===== config.mk =====
export PLATFORM = sky130hd
export DESIGN_NAME = fft_stage_sequencer
export DESIGN_NICKNAME = d
export VERILOG_FILES = /design/src/rtl/fft_pkg.sv /design/src/rtl/fft_addr_gen.sv /design/src/rtl/fft_stage_sequencer.sv
export SDC_FILE = /design/constraint.sdc
export NUM_CORES = 1
export LEC_CHECK = 0
export CORE_MARGIN = 3
export CORE_UTILIZATION = 35
export CTS_CLUSTER_DIAMETER = 200
export DETAILED_ROUTE_END_ITERATION = 16
export HOLD_SLACK_MARGIN = 0.08
export PLACE_DENSITY = 0.65
export SLEW_MARGIN = 20
export SYNTH_ARGS = -nofsm -noshare
export SYNTH_HDL_FRONTEND = slang
export SYNTH_HIERARCHICAL = 1
export SYNTH_SLANG_ARGS = --single-unit

===== constraint.sdc =====
create_clock -name clk -period 4.3 [get_ports clk]
set_input_delay 0.43 -clock clk [delete_from_list [all_inputs] [get_ports clk]]
set_output_delay 0.43 -clock clk [all_outputs]
set_load 0.01 [all_outputs]

===== src/rtl/fft_pkg.sv =====
// rtl/fft_pkg.sv - shared FFT sequencer types, derivation helpers and address widths
package fft_pkg;

  typedef enum logic [2:0] {
    IDLE,
    RUN,
    DRAIN,
    FLIP,
    DONE
  } fft_state_t;

  function automatic int log2n_of(input int n);
    return $clog2(n);
  endfunction

  function automatic int pipe_of(input int rd_lat, input int bfly_lat);
    return rd_lat + bfly_lat;
  endfunction

  localparam int FFT_N        = 32;
  localparam int FFT_RD_LAT   = 1;
  localparam int FFT_BFLY_LAT = 2;
  localparam int FFT_AW       = log2n_of(FFT_N);
  localparam int FFT_TW       = FFT_AW - 1;

endpackage


===== src/rtl/fft_addr_gen.sv =====
// rtl/fft_addr_gen.sv - maps (stage, butterfly index) to the in-place read pair and twiddle index
module fft_addr_gen
  import fft_pkg::*;
#(
  parameter int LOG2N = FFT_AW
) (
  input  logic [LOG2N-1:0] stage,
  input  logic [LOG2N-2:0] j,
  output logic [LOG2N-1:0] addr1,
  output logic [LOG2N-1:0] addr2,
  output logic [LOG2N-2:0] twiddle
);

  logic [LOG2N-1:0] jx;
  logic [LOG2N-1:0] half;
  logic [LOG2N-1:0] k;
  logic [LOG2N-1:0] grp;
  logic [LOG2N-1:0] shamt;

  always_comb begin
    jx    = {1'b0, j};
    half  = LOG2N'(1) << stage;
    k     = jx & (half - LOG2N'(1));
    grp   = jx >> stage;
    addr1 = ((grp << stage) << 1) | k;
    addr2 = addr1 + half;
    // k < half, so the twiddle index never overflows its narrower width
    shamt   = LOG2N'(LOG2N - 1) - stage;
    twiddle = k[LOG2N-2:0] << shamt;
  end

endmodule


===== src/rtl/fft_stage_sequencer.sv =====
// rtl/fft_stage_sequencer.sv - radix-2 DIT stage/butterfly sequencer with ping-pong bank control
module fft_stage_sequencer
  import fft_pkg::*;
#(
  parameter int N        = FFT_N,
  parameter int RD_LAT   = FFT_RD_LAT,
  parameter int BFLY_LAT = FFT_BFLY_LAT,
  localparam int LOG2N   = log2n_of(N),
  localparam int PIPE    = pipe_of(RD_LAT, BFLY_LAT),
  localparam int AW      = LOG2N,
  localparam int TW      = LOG2N - 1
) (
  input  logic          clk,
  input  logic          rst,
  input  logic          start,
  output logic          busy,
  output logic          done,
  output logic          bank_select,
  output logic [AW-1:0] rd_address1,
  output logic [AW-1:0] rd_address2,
  output logic          rd_valid,
  output logic [TW-1:0] twiddle_address,
  output logic [AW-1:0] wr_address1,
  output logic [AW-1:0] wr_address2,
  output logic          wr_en,
  output logic [AW-1:0] stage
);

  localparam int JW = LOG2N - 1;
  localparam int DW = $clog2(PIPE + 1);

  fft_state_t    state;
  logic [JW-1:0] j;
  logic [DW-1:0] dcnt;

  logic [AW-1:0] gen_a1;
  logic [AW-1:0] gen_a2;
  logic [TW-1:0] gen_tw;

  logic          sr_v  [PIPE];
  logic [AW-1:0] sr_a1 [PIPE];
  logic [AW-1:0] sr_a2 [PIPE];

  fft_addr_gen #(.LOG2N(LOG2N)) u_addr_gen (
    .stage   (stage),
    .j       (j),
    .addr1   (gen_a1),
    .addr2   (gen_a2),
    .twiddle (gen_tw)
  );

  always_ff @(posedge clk) begin
    if (rst) begin
      state       <= IDLE;
      stage       <= '0;
      j           <= '0;
      dcnt        <= '0;
      bank_select <= 1'b0;
    end else begin
      case (state)
        IDLE: if (start) begin
          state       <= RUN;
          stage       <= '0;
          j           <= '0;
          bank_select <= 1'b0;
        end
        RUN: if (j == JW'(N/2 - 1)) begin
          state <= DRAIN;
          dcnt  <= '0;
        end else begin
          j <= j + JW'(1);
        end
        DRAIN: if (dcnt == DW'(PIPE - 1)) begin
          state <= FLIP;
        end else begin
          dcnt <= dcnt + DW'(1);
        end
        FLIP: begin
          bank_select <= ~bank_select;
          if (stage != AW'(LOG2N - 1)) begin
            stage <= stage + AW'(1);
            j     <= '0;
            state <= RUN;
          end else begin
            state <= DONE;
          end
        end
        DONE:    state <= IDLE;
        default: state <= IDLE;
      endcase
    end
  end

  assign busy            = (state != IDLE);
  assign done            = (state == DONE);
  assign rd_valid        = (state == RUN);
  assign rd_address1     = rd_valid ? gen_a1 : '0;
  assign rd_address2     = rd_valid ? gen_a2 : '0;
  assign twiddle_address = rd_valid ? gen_tw : '0;

  // Write-back rides the read pair through a PIPE-deep tagged delay line
  always_ff @(posedge clk) begin
    if (rst) begin
      for (int i = 0; i < PIPE; i++) begin
        sr_v[i]  <= 1'b0;
        sr_a1[i] <= '0;
        sr_a2[i] <= '0;
      end
    end else begin
      sr_v[0]  <= rd_valid;
      sr_a1[0] <= rd_address1;
      sr_a2[0] <= rd_address2;
      for (int i = 1; i < PIPE; i++) begin
        sr_v[i]  <= sr_v[i-1];
        sr_a1[i] <= sr_a1[i-1];
        sr_a2[i] <= sr_a2[i-1];
      end
    end
  end

  assign wr_en       = sr_v[PIPE-1];
  assign wr_address1 = sr_a1[PIPE-1];
  assign wr_address2 = sr_a2[PIPE-1];

endmodule


## Word-level counts from Yosys, hierarchy flattened

Memory sizes are Yosys's and may differ from the RTL's.
Index checks and enable logic that the tools add are counted.

| storage, ports and cells | value |
|---|---|
| memory bits (writable) | 33 |
| bits in registers | 15 |
| memories kept | 3 |
| bits of input ports | 3 |
| output and inout bits | 34 |
| logic and storage cells | 85 |

Memories:

| memory | words | bits a word | rd ports | clocked after memory_dff | write ports | RTL line | RTL |
|---|---|---|---|---|---|---|---|
| sr_a1 | 3 | 5 | 3 | 0 | 3 | fft_stage_sequencer.sv:41 | `logic [AW-1:0] sr_a1 [PIPE];` |
| sr_a2 | 3 | 5 | 3 | 0 | 3 | fft_stage_sequencer.sv:42 | `logic [AW-1:0] sr_a2 [PIPE];` |
| sr_v | 3 | 1 | 3 | 0 | 3 | fft_stage_sequencer.sv:40 | `logic sr_v [PIPE];` |

| operators by class | value |
|---|---|
| muxes and demuxes | 32 |
| equal/unequal tests | 13 |
| bitwise operators | 12 |
| reductions and logical operators | 10 |
| shift-type cells | 4 |
| add/subtract/negate cells | 6 |

Operator list:

| cell | count |
|---|---|
| two-way mux 5 bit | 10 |
| two-way mux 4 bit | 4 |
| two-way mux 3 bit | 4 |
| case mux 3 bit (4 select lines) | 1 |
| case mux 4 bit (3 select lines) | 1 |
| inequality test 2 bit, second input constant | 5 |
| case mux 5 bit (2 select lines) | 1 |
| OR 1 bit | 9 |
| AND reduction 3 bit | 3 |
| two-way mux 1 bit | 7 |
| == test 3 x 2 -> 1 bit, second input constant | 2 |
| nonzero test 3 bit | 2 |
| adder 5 x 1 -> 5 bit, second input constant | 1 |
| adder 5 bit | 1 |
| bitwise AND 4 x 5 -> 5 bit | 1 |
| inequality test 5 x 3 -> 1 bit, second input constant | 1 |
| OR 5 bit | 1 |
| << shifter 1 x 5 -> 5 bit, first input constant | 1 |
| << shifter 4 x 5 -> 4 bit | 1 |
| << shifter 5 x 5 -> 4 bit | 1 |
| >> shifter 4 x 5 -> 5 bit | 1 |
| subtractor 3 x 5 -> 5 bit, first input constant | 1 |
| subtractor 5 x 1 -> 5 bit, second input constant | 1 |
| adder 4 x 1 -> 4 bit, second input constant | 1 |
| other kinds (14) | 16 |

## Logic depth before layout (Yosys ltp)

| depth | value |
|---|---|
| depth in word-level cells | 7 |
| depth in mapped cells | 15 |
| depth with buffers taken out | 14 |

## By module

The synthesis kept the hierarchy.

By module, submodules not included:

| module | instances | cells an instance | seq. area each (µm²) | area an instance (µm²) |
|---|---|---|---|---|
| fft_stage_sequencer | 1 | 194 | 960.9 | 1895.6 |
| fft_addr_gen | 1 | 76 | 0.0 | 528.0 |

## Least setup slack after synthesis

No wires, ideal clock.

| path | value |
|---|---|
| path type | register to output |
| start | register stage[3] |
| end | output rd_address2[4] |
| slack | 1.026 ns |
| path buffers | 1 |
| cell stages (with the launch flop) | 16 |
| required time | 3.870 ns |
| data arrival time | 2.844 ns |
| cells stage by stage | dfxtp_1 buf_2 nor4_1 inv_1 nor2_1 inv_1 ha_1 nand2b_1 o21ai_1 inv_1 fa_1 inv_1 a21o_1 a21oi_1 xnor2_1 and2_1 |

| on the way | value |
|---|---|
| longest elaborated chain between the ends | 6 |
| elaborated cells on any way between the ends | 8 |
| those cells by class | 2 x add/sub; 3 x shift; 1 x mux; 2 x bitwise |

RTL lines:

| what | RTL line | RTL |
|---|---|---|
| from (decl) | fft_stage_sequencer.sv:26 | `output logic [AW-1:0] stage` |
| from (signal assigned) | fft_stage_sequencer.sv:81 | `stage <= stage + AW'(1);` |
| << shifter 1 x 5 -> 5 bit | fft_addr_gen.sv:22 | `half = LOG2N'(1) << stage;` |
| subtractor 5 x 1 -> 5 bit | fft_addr_gen.sv:23 | `k = jx & (half - LOG2N'(1));` |
| bitwise AND 4 x 5 -> 5 bit | fft_addr_gen.sv:23 |  |
| OR 5 bit * | fft_addr_gen.sv:25 | `addr1 = ((grp << stage) << 1) \| k;` |
| via gen_a1[1] | fft_stage_sequencer.sv:36 | `logic [AW-1:0] gen_a1;` |
| adder 5 bit * | fft_addr_gen.sv:26 | `addr2 = addr1 + half;` |
| via gen_a2[4] | fft_stage_sequencer.sv:37 | `logic [AW-1:0] gen_a2;` |
| two-way mux 5 bit * | fft_stage_sequencer.sv:98 | `assign rd_address2 = rd_valid ? gen_a2 : '0;` |
| to (decl) | fft_stage_sequencer.sv:20 | `output logic [AW-1:0] rd_address2,` |

The timed path passes the listed nets; every way through them passes the cells marked *.

## Worst setup path in the final report

| path | value |
|---|---|
| start | register stage[4] |
| end | output rd_address2[4] |

Same word-level chain as after synthesis.

==> impl_metrics.yaml <==
grt:
  grt.total_usage: 0.122
  largest_net_degree_at_the_start_of_global_routing: 36
  grt_first_pass_wirelength_um: 7810
  vias_in_the_first_global_route: 1728
  antenna_found_initial: 0
  grt_remaining_overflow: 0
critical_path:
  critPathArrivalTime_ns: 3.53
  critPathKind: "reg -> out"
  timing.critical_path.fanout_max: 4
  setup.worst_path.end_class: "output pin"
  critical_path.startpoint_type: "flop"
  worstPathRequired_ns: 3.87
synthesis:
  yosysWarnings: 6
  synth_top_flop_cell: "sky130_fd_sc_hd__dfxtp_1"
  synth_area_leader_cell: "sky130_fd_sc_hd__dfxtp_1"
  synth_fp_nets: 283
  synth-seq-area-share: 0.396
  syn_area_per_cell_um2: 8.98
  synth_top_cell_area_share: 0.396
  syn_inst: 270
  mappedNetlistArea_um2: 2420
  synth.distinct_cells: 57
  ys_seq_elements: 48
  postSynth.asyncResetShare: 0
  yosys-top-cells-area: "sky130_fd_sc_hd__dfxtp_1 40%, sky130_fd_sc_hd__and2_1 7.0%, sky130_fd_sc_hd__nor2b_1 6.5%"
  synth-edff-count: 0
clocking:
  clk-insertion-delay-late_ns: 0.29
  clk_pin_slew_ns: 0.09
  cts-buffers-inserted: 5
  htree_levels: 2
  cts-root-to-sink-buffers: 2
  tritoncts_num_sinks: 48
  cts_setup_buffers: 0
  cts_tree: "done"
  clockRootBuffer: "sky130_fd_sc_hd__clkbuf_8"
timing:
  finalWorstPathRequiredPeriod_ns: 3.96
  rsz0062_at_grt: "false"
  final_max_slew_viol_count: 0
  skew_ns: 0.00584
  tns_ns: 0
  finalHoldViolations: 0
  fmax_mhz: 253
  finalCritPeriodShare: 0.920
  report.final.setup_viol: 0
route:
  drt_first_pass_iters: 4
  drt_first_iter_violations: 64
  route.antenna.remaining_nets: 0
  routed_wl_um: 4480
  drt-wirelength-per-cell_um: 12.0
  routed-via-count: 1860
  drc: 0
  route.detailed.vias_per_inst: 4.97
worst_hold_path:
  worst_hold_path_type: "reg -> reg"
power_and_ir_drop:
  seq_power_share: 0.550
  power_switching_uw: 182
  swShare: 0.220
  cellInternalPower_uw: 643
  power_frac_comb: 0.053
  cellLeakagePower_nw: 1.13
  power_density_nw_per_um2: 282
  peakVddDrop_uv: 163
  clock_power_share: 0.397
placement:
  placed_cells_incl_taps: 366
  place.detailed.hpwl_um: 3230
  port_buffers: 36
  place.gp.congestion: 0.817
layout:
  fin_cells: 374
  area_occupied_by_multi_input_gates_um2: 1270
  filler_cell_count: 654
  final_nets: 309
  final-seq-area_um2: 961
  layout-drive-gt1-share: 0.0976
  most_used_cells_in_the_layout_excluding_fill_and_tap_cells: "48 x sky130_fd_sc_hd__dfxtp_1, 36 x sky130_fd_sc_hd__clkdlybuf4s50_1, 27 x sky130_fd_sc_hd__and2_1"
  final_common_cell: "sky130_fd_sc_hd__dfxtp_1"
  flow.area_growth_from_synthesis_pct: 20.5
  antenna_cells: 0
floorplanning:
  row_count: 29
  coreArea_um2: 6530
  io_pins: 37
  fp.dieW_um: 89.2
  die_y_um: 89.2
  initial_core_util: 0.371
  die-area_um2: 7960
run:
  number_of_max_cap_violations: 0
status:
  outcome: "completed"
## final timing paths
check	start	end	slack [ns]	depth (start not counted)
min	sr_v[0][1]	sr_v[0][2]	0.44	1
min reg2reg	sr_v[0][1]	sr_v[0][2]	0.44	1
max reg2reg	stage[4]	sr_a2[0][4]	1.57	14
max	stage[4]	rd_address2[4]	0.34	15
## metal layers
layer | up-vias | GRT usage | routed length (µm)
li1 | 962 | - | -
met3 | 4 | 0.0332 | 195
met2 | 41 | 0.204 | 2090
met1 | 853 | 0.161 | 2160
met4 | 0 | 0.0203 | 37
met5 | - | 0 | 0
## state kept, by name, summed over array words and instances, names as in the netlist
signal	count
bank_select	1
dcnt	2
j	4
sr_a1	15
sr_a2	15
sr_v	3
stage	5
state	3
## cell type report
| cell class | count | share of cell area |
|---|---|---|
| clock buffers | 5 | 0.0236 |
| multi-input cells | 181 | 0.436 |
| well taps | 77 | 0.0330 |
| clock inverters | 3 | 0.0163 |
| flip-flops and latches | 48 | 0.329 |
| inverters | 18 | 0.0231 |
| repair buffers | 42 | 0.139 |
## per-stage QoR
| step | worst slack, ns | area, µm² | total power [mW] | hold slack [ns] | utilization |
|---|---|---|---|---|---|
| floorplan | 1.03 | 2420 | 0.492 | 0.414 | - |
| global route | 0.0304 | 2920 | 0.860 | 0.457 | 0.447 |
| global placement | 0.508 | 2790 | 0.507 | 0.417 | 0.427 |
| CTS | 0.0486 | 2900 | 0.834 | 0.441 | 0.444 |
| finish | 0.343 | 2920 | 0.825 | 0.439 | 0.447 |
| detailed placement | 0.399 | 2790 | 0.508 | 0.420 | 0.427 |
## cell families after synthesis
kind of cell               count (synthesis)  synth area share
buffers and inverters                     41            0.0852
other                                      1           0.00155
muxes                                      2           0.00826
DFF                                       48             0.396
adders and majority gates                 10            0.0547
xor gates and xnor gates                   4            0.0145
AOI/OAI and AO/OA                         46             0.130
and+or+nand+nor                          118             0.309
## power by group through the flow
| stage | sequential (mW) | combinational [mW] | clock, mW |
|---|---|---|---|
| final | 0.453 | 0.0439 | 0.327 |
| after global routing | 0.454 | 0.0500 | 0.356 |
| after CTS | 0.454 | 0.0443 | 0.336 |
| after detailed placement | 0.464 | 0.0442 | 0 |
| after global placement | 0.464 | 0.0437 | 0 |
| after floorplan | 0.461 | 0.0306 | 0 |
## critical path: stages, from the launching register on
cell and delay (ns):
sky130_fd_sc_hd__dfxtp_1 0.35, sky130_fd_sc_hd__nor4_4 0.34, sky130_fd_sc_hd__inv_1 0.11, sky130_fd_sc_hd__nor2_1 0.14
sky130_fd_sc_hd__inv_1 0.10, sky130_fd_sc_hd__ha_1 0.30, sky130_fd_sc_hd__nand2b_1 0.18, sky130_fd_sc_hd__o21ai_2 0.10
sky130_fd_sc_hd__inv_1 0.08, sky130_fd_sc_hd__fa_1 0.42, sky130_fd_sc_hd__inv_1 0.07, sky130_fd_sc_hd__a21o_1 0.10
sky130_fd_sc_hd__a21oi_1 0.07, sky130_fd_sc_hd__xnor2_1 0.17, sky130_fd_sc_hd__and2_1 0.16, sky130_fd_sc_hd__clkdlybuf4s50_1 0.54
## cell usage after synthesis, types with 5 or more instances
cell / instances
sky130_fd_sc_hd__a21oi_1: 16
sky130_fd_sc_hd__and2_1: 27
sky130_fd_sc_hd__buf_4: 13
sky130_fd_sc_hd__clkbuf_1: 7
sky130_fd_sc_hd__dfxtp_1: 48
sky130_fd_sc_hd__ha_1: 9
sky130_fd_sc_hd__inv_1: 17
sky130_fd_sc_hd__nand2_1: 10
sky130_fd_sc_hd__nand3_1: 5
sky130_fd_sc_hd__nor2_1: 14
sky130_fd_sc_hd__nor2b_1: 25
sky130_fd_sc_hd__nor3_1: 6
sky130_fd_sc_hd__o211ai_1: 5
sky130_fd_sc_hd__o21ai_0: 7
## timing repair
item                                    CTS  global route
endpoints found under the setup margin    0             2
hold buffers                              0             0
gates resized for setup                   0             3
(Power assumes the default switching activity.)
